File: src/rtl/div_unit_controller_if.sv
// Handshake/status bundle between issue/execute/access stages, divider datapath and the lane controller.
// master = pipeline/datapath side, slave = div_unit_controller.
interface div_unit_controller_if #(
    parameter int ISSUE_WIDTH    = 1,
    parameter int AL_INDEX_WIDTH = 6
);
    logic                                         stall;
    logic [ISSUE_WIDTH-1:0]                       acquire;
    logic [ISSUE_WIDTH-1:0][AL_INDEX_WIDTH-1:0]   acquire_ptr;
    logic [ISSUE_WIDTH-1:0]                       req;
    logic [ISSUE_WIDTH-1:0]                       divisor_is_zero;
    logic [ISSUE_WIDTH-1:0]                       rel;
    logic                                         flush_valid;
    logic                                         flush_all;
    logic [AL_INDEX_WIDTH-1:0]                    flush_head_ptr;
    logic [AL_INDEX_WIDTH-1:0]                    flush_ptr;
    logic [ISSUE_WIDTH-1:0]                       div_start;
    logic [ISSUE_WIDTH-1:0]                       div_abort;
    logic [ISSUE_WIDTH-1:0]                       div_free;
    logic [ISSUE_WIDTH-1:0]                       div_reserved;
    logic [ISSUE_WIDTH-1:0]                       div_busy;
    logic [ISSUE_WIDTH-1:0]                       div_finished;
    logic                                         any_free;

    modport master (
        output stall, acquire, acquire_ptr, req, divisor_is_zero, rel,
               flush_valid, flush_all, flush_head_ptr, flush_ptr,
        input  div_start, div_abort, div_free, div_reserved, div_busy, div_finished, any_free
    );

    modport slave (
        input  stall, acquire, acquire_ptr, req, divisor_is_zero, rel,
               flush_valid, flush_all, flush_head_ptr, flush_ptr,
        output div_start, div_abort, div_free, div_reserved, div_busy, div_finished, any_free
    );
endinterface

File: src/rtl/div_unit_controller.sv
// Per-lane divider lifecycle FSM (FREE/RESERVED/BUSY/FINISHED) with age-based flush; RSD_DIV_EARLY_FINISH_EN finishes div-by-zero in one cycle.
// Latency: status registered (state flops are one-hot), divStart/divAbort combinational; accepted req finishes after DIV_LATENCY cycles.
// Backpressure: stall only blocks req acceptance; a running division keeps counting, lower-priority inputs are dropped not queued.
module div_unit_controller #(
    parameter int ISSUE_WIDTH    = 1,
    parameter int AL_INDEX_WIDTH = 6,
    parameter int DIV_LATENCY    = 32
) (
    input  logic                  clk_i,
    input  logic                  rst_i,
    div_unit_controller_if.slave  div_if
);
    localparam int CNT_W = $clog2(DIV_LATENCY);
    localparam logic [CNT_W-1:0] CNT_INIT = CNT_W'(DIV_LATENCY - 1);
    localparam logic [CNT_W-1:0] CNT_ONE  = CNT_W'(1);

    // One-hot encoding so the status outputs are flop bits directly.
    typedef enum logic [3:0] {
        S_FREE = 4'b0001,
        S_RES  = 4'b0010,
        S_BUSY = 4'b0100,
        S_FIN  = 4'b1000
    } state_e;

    state_e                    state_q [ISSUE_WIDTH];
    state_e                    state_d [ISSUE_WIDTH];
    logic [CNT_W-1:0]          cnt_q   [ISSUE_WIDTH];
    logic [CNT_W-1:0]          cnt_d   [ISSUE_WIDTH];
    logic [AL_INDEX_WIDTH-1:0] owner_q [ISSUE_WIDTH];
    logic [AL_INDEX_WIDTH-1:0] owner_d [ISSUE_WIDTH];
    logic [AL_INDEX_WIDTH-1:0] owner_age [ISSUE_WIDTH];
    logic [AL_INDEX_WIDTH-1:0] flush_age;
    logic [ISSUE_WIDTH-1:0]    flush_hit;
    logic [ISSUE_WIDTH-1:0]    req_ok;

    // Ages are measured from the active-list head so pointer wrap-around compares correctly.
    assign flush_age = div_if.flush_ptr - div_if.flush_head_ptr;

    always_comb begin
        flush_hit = '0;
        req_ok    = '0;
        for (int i = 0; i < ISSUE_WIDTH; i++) begin
            owner_age[i] = owner_q[i] - div_if.flush_head_ptr;
            flush_hit[i] = div_if.flush_valid && (state_q[i] != S_FREE) &&
                           (div_if.flush_all || (owner_age[i] >= flush_age));
            req_ok[i]    = div_if.req[i] && !div_if.stall && (state_q[i] == S_RES) &&
                           !flush_hit[i] && !div_if.rel[i];
        end
    end

    always_ff @(posedge clk_i or posedge rst_i) begin
        if (rst_i) begin
            for (int i = 0; i < ISSUE_WIDTH; i++) begin
                state_q[i] <= S_FREE;
                cnt_q[i]   <= '0;
                owner_q[i] <= '0;
            end
        end else begin
            for (int i = 0; i < ISSUE_WIDTH; i++) begin
                state_q[i] <= state_d[i];
                cnt_q[i]   <= cnt_d[i];
                owner_q[i] <= owner_d[i];
            end
        end
    end

    always_comb begin
        for (int i = 0; i < ISSUE_WIDTH; i++) begin
            state_d[i] = state_q[i];
            cnt_d[i]   = cnt_q[i];
            owner_d[i] = owner_q[i];
            if (flush_hit[i]) begin
                state_d[i] = S_FREE;
            end else begin
                case (state_q[i])
                    S_FREE: begin
                        if (div_if.acquire[i]) begin
                            state_d[i] = S_RES;
                            owner_d[i] = div_if.acquire_ptr[i];
                        end
                    end
                    S_RES: begin
                        if (div_if.rel[i]) begin
                            state_d[i] = S_FREE;
                        end else if (req_ok[i]) begin
`ifdef RSD_DIV_EARLY_FINISH_EN
                            state_d[i] = div_if.divisor_is_zero[i] ? S_FIN : S_BUSY;
                            cnt_d[i]   = div_if.divisor_is_zero[i] ? '0 : CNT_INIT;
`else
                            state_d[i] = S_BUSY;
                            cnt_d[i]   = CNT_INIT;
`endif
                        end
                    end
                    S_BUSY: begin
                        if (div_if.rel[i]) begin
                            state_d[i] = S_FREE;
                        end else begin
                            cnt_d[i] = cnt_q[i] - CNT_ONE;
                            if (cnt_q[i] == CNT_ONE) state_d[i] = S_FIN;
                        end
                    end
                    S_FIN: begin
                        if (div_if.rel[i]) state_d[i] = S_FREE;
                    end
                    default: state_d[i] = S_FREE;
                endcase
            end
        end
    end

`ifndef RSD_DIV_EARLY_FINISH_EN
    logic unused_divisor_is_zero;
    assign unused_divisor_is_zero = ^div_if.divisor_is_zero;
`endif

    always_comb begin
        div_if.div_start    = '0;
        div_if.div_abort    = '0;
        div_if.div_free     = '0;
        div_if.div_reserved = '0;
        div_if.div_busy     = '0;
        div_if.div_finished = '0;
        div_if.any_free     = 1'b0;
        for (int i = 0; i < ISSUE_WIDTH; i++) begin
            div_if.div_start[i]    = req_ok[i];
            div_if.div_abort[i]    = (state_q[i] == S_BUSY) && (flush_hit[i] || div_if.rel[i]);
            div_if.div_free[i]     = state_q[i][0];
            div_if.div_reserved[i] = state_q[i][1];
            div_if.div_busy[i]     = state_q[i][2];
            div_if.div_finished[i] = state_q[i][3];
            div_if.any_free        = div_if.any_free | state_q[i][0];
        end
    end
endmodule

File: src/flat_wrapper.sv
// flat-port wrapper written by rule: the top's interface ports become plain ports
module div_unit_controller_flat 
#(
    parameter int ISSUE_WIDTH    = 1,
    parameter int AL_INDEX_WIDTH = 6,
    parameter int DIV_LATENCY    = 32
)
  (clk_i, rst_i, div_if_stall, div_if_acquire, div_if_acquire_ptr, div_if_req, div_if_divisor_is_zero, div_if_rel, div_if_flush_valid, div_if_flush_all, div_if_flush_head_ptr, div_if_flush_ptr, div_if_div_start, div_if_div_abort, div_if_div_free, div_if_div_reserved, div_if_div_busy, div_if_div_finished, div_if_any_free);
  div_unit_controller_if #(.ISSUE_WIDTH(ISSUE_WIDTH), .AL_INDEX_WIDTH(AL_INDEX_WIDTH)) div_if_i ();
  input  logic clk_i;
  input  logic rst_i;
  input wire logic [$bits(div_if_i.stall)-1:0] div_if_stall;
  input wire logic [$bits(div_if_i.acquire)-1:0] div_if_acquire;
  input wire logic [$bits(div_if_i.acquire_ptr)-1:0] div_if_acquire_ptr;
  input wire logic [$bits(div_if_i.req)-1:0] div_if_req;
  input wire logic [$bits(div_if_i.divisor_is_zero)-1:0] div_if_divisor_is_zero;
  input wire logic [$bits(div_if_i.rel)-1:0] div_if_rel;
  input wire logic [$bits(div_if_i.flush_valid)-1:0] div_if_flush_valid;
  input wire logic [$bits(div_if_i.flush_all)-1:0] div_if_flush_all;
  input wire logic [$bits(div_if_i.flush_head_ptr)-1:0] div_if_flush_head_ptr;
  input wire logic [$bits(div_if_i.flush_ptr)-1:0] div_if_flush_ptr;
  output wire logic [$bits(div_if_i.div_start)-1:0] div_if_div_start;
  output wire logic [$bits(div_if_i.div_abort)-1:0] div_if_div_abort;
  output wire logic [$bits(div_if_i.div_free)-1:0] div_if_div_free;
  output wire logic [$bits(div_if_i.div_reserved)-1:0] div_if_div_reserved;
  output wire logic [$bits(div_if_i.div_busy)-1:0] div_if_div_busy;
  output wire logic [$bits(div_if_i.div_finished)-1:0] div_if_div_finished;
  output wire logic [$bits(div_if_i.any_free)-1:0] div_if_any_free;
  assign div_if_i.stall = div_if_stall;
  assign div_if_i.acquire = div_if_acquire;
  assign div_if_i.acquire_ptr = div_if_acquire_ptr;
  assign div_if_i.req = div_if_req;
  assign div_if_i.divisor_is_zero = div_if_divisor_is_zero;
  assign div_if_i.rel = div_if_rel;
  assign div_if_i.flush_valid = div_if_flush_valid;
  assign div_if_i.flush_all = div_if_flush_all;
  assign div_if_i.flush_head_ptr = div_if_flush_head_ptr;
  assign div_if_i.flush_ptr = div_if_flush_ptr;
  assign div_if_div_start = div_if_i.div_start;
  assign div_if_div_abort = div_if_i.div_abort;
  assign div_if_div_free = div_if_i.div_free;
  assign div_if_div_reserved = div_if_i.div_reserved;
  assign div_if_div_busy = div_if_i.div_busy;
  assign div_if_div_finished = div_if_i.div_finished;
  assign div_if_any_free = div_if_i.any_free;
  div_unit_controller #(.ISSUE_WIDTH(ISSUE_WIDTH), .AL_INDEX_WIDTH(AL_INDEX_WIDTH), .DIV_LATENCY(DIV_LATENCY)) u_core (.clk_i(clk_i), .rst_i(rst_i), .div_if(div_if_i));
endmodule
File: config.mk
export PLATFORM = sky130hd
export DESIGN_NAME = div_unit_controller_flat
export DESIGN_NICKNAME = d
export VERILOG_FILES = /design/src/rtl/div_unit_controller_if.sv /design/src/rtl/div_unit_controller.sv /design/src/flat_wrapper.sv
export SDC_FILE = /design/constraint.sdc
export NUM_CORES = 1
export LEC_CHECK = 0
export BUFFER_PORTS_ARGS = -buffer_cell sky130_fd_sc_hd__buf_2
export CELL_PAD_IN_SITES_DETAIL_PLACEMENT = 1
export CELL_PAD_IN_SITES_GLOBAL_PLACEMENT = 1
export CORE_MARGIN = 2
export CORE_UTILIZATION = 33
export DETAILED_ROUTE_END_ITERATION = 8
export GPL_TIMING_DRIVEN = 0
export PLACE_DENSITY = 0.79
export SYNTH_ARGS = -nofsm -noshare
export SYNTH_HDL_FRONTEND = slang
export SYNTH_SLANG_ARGS = --single-unit
File: constraint.sdc
create_clock -name clk_i -period 4.21 [get_ports clk_i]
set_input_delay 0.6315 -clock clk_i [delete_from_list [all_inputs] [get_ports clk_i]]
set_output_delay 0.6315 -clock clk_i [all_outputs]
set_load 0.005 [all_outputs]
==> results of run 1 <==
[layout by cell type, fill, tap and decap left out, types with 4 or more instances in the layout]
cell	count
a21oi_1	10
buf_2	33
dfrtp_1	14
ha_1	18
inv_1	15
mux2_2	6
nand2_1	12
nand2b_1	4
nor2_1	7
nor2b_1	4
xor2_1	5
[how the worst max path moves through the flow]
stage / from / to
floorplan: div_if_flush_head_ptr[1] / div_if_div_start
global placement: div_if_flush_head_ptr[1] / div_if_div_start
detailed placement: div_if_flush_head_ptr[1] / div_if_div_start
CTS: div_if_flush_head_ptr[1] / div_if_div_start
global route: div_if_flush_head_ptr[1] / div_if_div_start
finish: div_if_flush_head_ptr[1] / div_if_div_start
[logic make-up after synthesis]
family,count (synthesis)
adder cells (fa/ha/maj),20
multiplexers,7
AO/OA/AOI/OAI,33
AND/OR/NAND/NOR,46
flip-flops,15
buffers and inverters,20
XOR/XNOR,7
[cell type report]
type	count	area share, %
multi-input cells	113	55.9
flip-flops and latches	15	22.2
repair buffers	33	9.90
well taps	50	3.69
inverters	16	3.55
clock buffers	4	2.66
plain buffers	4	2.07
[stage by stage]
stage               hold slack [ns]  instance area (um2)
finish                        0.447                 1690
global route                  0.492                 1690
CTS                           0.465                 1680
detailed placement            0.479                 1610
global placement              0.468                 1610
floorplan                     0.455                 1390
[flip-flops by register name, indices dropped and copies added, names as in the netlist]
name / flops
u_core.owner_q: 6
u_core.state_q: 4
u_core.cnt_q: 5
[layer usage]
| layer | up-vias | wire (um) |
|---|---|---|
| li1 | 608 | - |
| met1 | 540 | 1410 |
| met2 | 17 | 1450 |
| met3 | 2 | 72 |
| met4 | 0 | 22 |
| met5 | - | 0 |
[what timing repair did]
action,4_1_cts,5_1_grt
endpoints found under the setup margin,1,2
resized for setup,5,3
gates cloned,0,0
buffers inserted,1,0
[where the power goes]
group	switching [mW]	total (mW)	internal (mW)
Clock	0.0501	0.117	0.0670
Combinational	0.282	0.557	0.275
Sequential	0.0546	0.264	0.210
==> results.json, run 1 <==
{
  "status": "complete, no violations",
  "fin_nets": 233,
  "grt-ovfl-total": 0,
  "slowest_delay_ns": 0.41,
  "synth_top_family_by_area": "adder cells",
  "cts-hold-fix-buffers": 0,
  "maxSlewViolCount": 0,
  "wirelength_um": 2960,
  "clock_latency_ns": 0.25,
  "hold_path.class": "primary input to asynchronous set/reset pin",
  "grt.met2_usage_pct": 25.4,
  "max-vdd-ir-drop_mv": 0.172,
  "setup_ws_ns": 0.215,
  "grt_pass1_vias": 1212,
  "tritoncts": "built",
  "synth_seq_cells": 15,
  "cp.buffers_inverters": 4,
  "synth_common_cells": "18 x ha_1, 16 x inv_1, 14 x dfrtp_1",
  "ios": 34,
  "hold_viol": 0,
  "hpwlAfterDp_um": 2500,
  "synth-simple-area-share_pct": 19.0,
  "cts_buffer_depth": 2,
  "clk_pin_slew_ns": 0.06,
  "cp_slowest_cell": "or4_1",
  "row_count": 23,
  "required_ns": 3.58,
  "ys_warn_count": 0,
  "crit_chain": "buf_2 -> inv_2 -> ha_1 -> nor2b_1 -> o21ai_1 -> a21boi_1 -> or4_1 -> nand3_1 -> ha_1 -> a211oi_2 -> nor2b_2 -> o221ai_2 -> and2_4 -> buf_6 -> nor2_1 -> buf_2",
  "reg2reg_from": "u_core.owner_q[1]",
  "drcViolationCount": 0,
  "n_antenna_cell": 0,
  "power.density_nw_per_um2": 554,
  "drtIter0Drc": 26,
  "core_area_um2": 4030,
  "synth_xor_area_share_pct": 4.41,
  "num-fill-cells": 477,
  "die_area_um2": 4750,
  "worstSetupPathType": "primary input to output pin",
  "cts.sinks": 15,
  "synth_fp_nets": 195,
  "async_flop_share_pct": 100,
  "drv_cap": 0,
  "critPathTopFamily": "simple AND/OR/NAND/NOR gates",
  "synth_seq_area_share_pct": 27.1,
  "arrival_ns": 3.36,
  "power.leakage_nw": 0.817,
  "htreeDepth": 1,
  "post_drt_wl_per_cell_um": 12.6,
  "cts-buffers-inserted": 3,
  "synth_top_area_share_pct": 25.2,
  "multiInputGateArea_um2": 947,
  "cts_root_buffer": "clkbuf_8",
  "grt_max_degree": 16,
  "period_share_pct": 94.9,
  "antenna_found_initial": 0,
  "yosys.area_share.adder_pct": 19.1,
  "min_period_ns": 3.99,
  "fin_cells": 235,
  "synth_cells": 148,
  "antenna_left": 0,
  "gp_congestion": 0.734,
  "grt_use_met3_pct": 2.44,
  "fmax_mhz": 250,
  "fin_tns_setup_ns": 0,
  "synth_top_area_cell": "dfrtp_1",
  "synth_cell_types": 46,
  "cp_num_cells": 16,
  "critPathMaxFanout": 7,
  "synth_mux_area_share_pct": 5.58,
  "first_pass_iters": 4,
  "dp_cells": 230,
  "fin_util_pct": 42.0,
  "syn-mean-instance-area_um2": 9.40,
  "relSlewSlack_pct": 59.7,
  "place_ws_ns": -0.154,
  "syn_to_final_growth_pct": 21.8,
  "synth_most_common_cell": "ha_1",
  "r2r.worst_path.cells": 13,
  "grt_use_total_pct": 14.0,
  "grt_pass1_wl_um": 5070,
  "critPathLaunchType": "primary input",
  "num_vias": 1167,
  "grt.busiest_layer": "met2",
  "synthTopCellsByArea": "dfrtp_1 25%, ha_1 16%, mux2_2 4.9%, inv_1 4.3%, a21oi_1 3.6%",
  "routed_via_density": 4.97,
  "regToRegSetupSlack_ns": 1.06,
  "r2r-end": "u_core.state_q[1]",
  "synth.cell_area_um2": 1390,
  "worst_slew_pin_slew_ns": 0.604,
  "fp.dieH_um": 68.9,
  "total_power_mw": 0.938,
  "layout-drive-gt1-share_pct": 31.9,
  "rsz0062_at_grt": "no",
  "synth_compound_area_share_pct": 18.1,
  "synth_flop_cell": "dfrtp_1",
  "initial_core_util_pct": 34.5,
  "finalClockSkew_ns": 0.00474,
  "seq_area_um2": 377,
  "setup_viol": 0,
  "met1_usage_pct": 17.6,
  "die_x_um": 68.9,
  "crit_path_end_kind": "output pin",
  "synth_edf_count": 0,
  "port_buffers": 32
}
Note: power is estimated with default switching activity, not from simulation.
==> run 2: changes to the inputs <==
CTS_BUF_LIST = sky130_fd_sc_hd__clkbuf_4 sky130_fd_sc_hd__clkbuf_8   (was not set)
==> run 2 against run 1 <==
- global-route usage hardly changed
- wire length grew 0.61%
- setup slack better by 0.00066 ns
- combinational power barely moved
- final area increased by 0.22%
- final cell count unchanged
- clock skew rose by 0.0014 ns
==> results.json, run 2 (synthesized netlist as in run 1, its figures left out) <==
{
  "cts-hold-fix-buffers": 0,
  "drcViolationCount": 0,
  "antenna_found_initial": 0,
  "cts_root_buffer": "clkbuf_8",
  "syn_to_final_growth_pct": 22.0,
  "r2r.worst_path.cells": 13,
  "clk_pin_slew_ns": 0.07,
  "fin_util_pct": 42.1,
  "status": "complete, no violations",
  "dp_cells": 230,
  "hpwlAfterDp_um": 2500,
  "cts-buffers-inserted": 3,
  "regToRegSetupSlack_ns": 1.06,
  "cts.sinks": 15,
  "fp.dieH_um": 68.9,
  "hold_path.class": "primary input to asynchronous set/reset pin",
  "initial_core_util_pct": 34.5,
  "port_buffers": 32,
  "critPathMaxFanout": 7,
  "die_x_um": 68.9,
  "num-fill-cells": 475,
  "required_ns": 3.58,
  "post_drt_wl_per_cell_um": 12.7,
  "maxSlewViolCount": 0,
  "rsz0062_at_grt": "no",
  "grt_max_degree": 16,
  "biggestRegsByFlops": "u_core.owner_q (6), u_core.cnt_q (5), u_core.state_q (4)",
  "htreeDepth": 1,
  "die_area_um2": 4750,
  "mostFrequentLayoutCells": "33 x buf_2, 18 x ha_1, 15 x inv_1",
  "largest_reg_flops": 6,
  "layout-drive-gt1-share_pct": 32.4,
  "drtIter0Drc": 32,
  "core_area_um2": 4030,
  "row_count": 23,
  "drv_cap": 0,
  "power.density_nw_per_um2": 557,
  "tritoncts": "built",
  "hold_viol": 0,
  "r2r-end": "u_core.state_q[1]",
  "min_period_ns": 3.99,
  "arrival_ns": 3.36,
  "antenna_left": 0,
  "clock_latency_ns": 0.25,
  "critPathLaunchType": "primary input",
  "final_common_cell": "buf_2",
  "top_register": "u_core.owner_q",
  "worst_slew_pin_slew_ns": 0.605,
  "ios": 34,
  "power.leakage_nw": 0.821,
  "finalClockSkew_ns": 0.00609,
  "period_share_pct": 94.9,
  "gp_congestion": 0.734,
  "grt_pass1_vias": 1206,
  "setup_viol": 0,
  "max-vdd-ir-drop_mv": 0.172,
  "wirelength_um": 2970,
  "reg2reg_from": "u_core.owner_q[1]",
  "fmax_mhz": 250,
  "fin_nets": 233,
  "worstSetupPathType": "primary input to output pin",
  "relSlewSlack_pct": 59.6,
  "n_antenna_cell": 0,
  "grt_pass1_wl_um": 5080,
  "num_vias": 1165,
  "first_pass_iters": 3,
  "cts_buffer_depth": 2,
  "crit_path_end_kind": "output pin",
  "grt_use_total_pct": 14.1,
  "fin_cells": 235,
  "grt-ovfl-total": 0,
  "routed_via_density": 4.96
}
[run 2: cell counts in the layout (fill, tap and decap cells not counted)]
Identical to the previous run, type by type.
[run 2: cell type report]
class | instances | area, um2 | share of cell area [%]
flip-flops and latches | 15 | 377 | 22.2
repair buffers | 33 | 168 | 9.87
well taps | 50 | 62.6 | 3.68
clock buffers | 4 | 48.8 | 2.87
plain buffers | 4 | 35.0 | 2.06
multi-input cells | 113 | 947 | 55.8
inverters | 16 | 60.1 | 3.54
[run 2: metrics by stage]
step	area, um2	worst slack, ns	total power, mW	TNS [ns]	hold slack (ns)
CTS	1690	0.0898	0.959	0	0.463
finish	1700	0.216	0.946	0	0.445
detailed placement	1610	-0.154	0.812	-0.154	0.479
floorplan	1390	0.399	0.677	0	0.455
global route	1700	0.00385	1.05	0	0.493
global placement	1610	-0.0937	0.782	-0.0937	0.468
[run 2: worst max-delay path by stage]
stage                              from                to  slack (ns)  depth (start not counted)
5_1_grt        div_if_flush_head_ptr[1]  div_if_div_start       0.004                         16
2_1_floorplan  div_if_flush_head_ptr[1]  div_if_div_start        0.40                         14
6_report       div_if_flush_head_ptr[1]  div_if_div_start        0.22                         16
4_1_cts        div_if_flush_head_ptr[1]  div_if_div_start        0.09                         16
3_3_place_gp   div_if_flush_head_ptr[1]  div_if_div_start       -0.09                         16
3_5_place_dp   div_if_flush_head_ptr[1]  div_if_div_start       -0.15                         16
[run 2: report_power, final]
group	switching, mW	internal (mW)	total, mW
Clock	0.0509	0.0734	0.124
Combinational	0.283	0.274	0.557
Sequential	0.0548	0.210	0.265
Total	0.388	0.558	0.946
[run 2: timing repair]
| item | in CTS | in global routing |
|---|---|---|
| setup buffers | 1 | 0 |
| resized for setup | 5 | 3 |
| endpoints found under the setup margin | 1 | 2 |
[run 2: worst max-delay path: stages]
cell,delay [ns]
buf_2,0.10
inv_2,0.09
ha_1,0.23
nor2b_1,0.13
o21ai_1,0.17
a21boi_1,0.13
or4_1,0.41
nand3_1,0.11
ha_1,0.27
a211oi_2,0.27
nor2b_2,0.20
o221ai_2,0.11
and2_4,0.18
buf_6,0.13
nor2_1,0.09
buf_2,0.13
[run 2: per-layer routing]
metal / track usage [%] / wire length [um] / vias to the layer above
met3: 2.44 / 72 / 2
met2: 25.4 / 1470 / 17
li1: - / - / 604
met1: 17.7 / 1410 / 542
met5: 0 / 0 / -
met4: 2.21 / 22 / 0
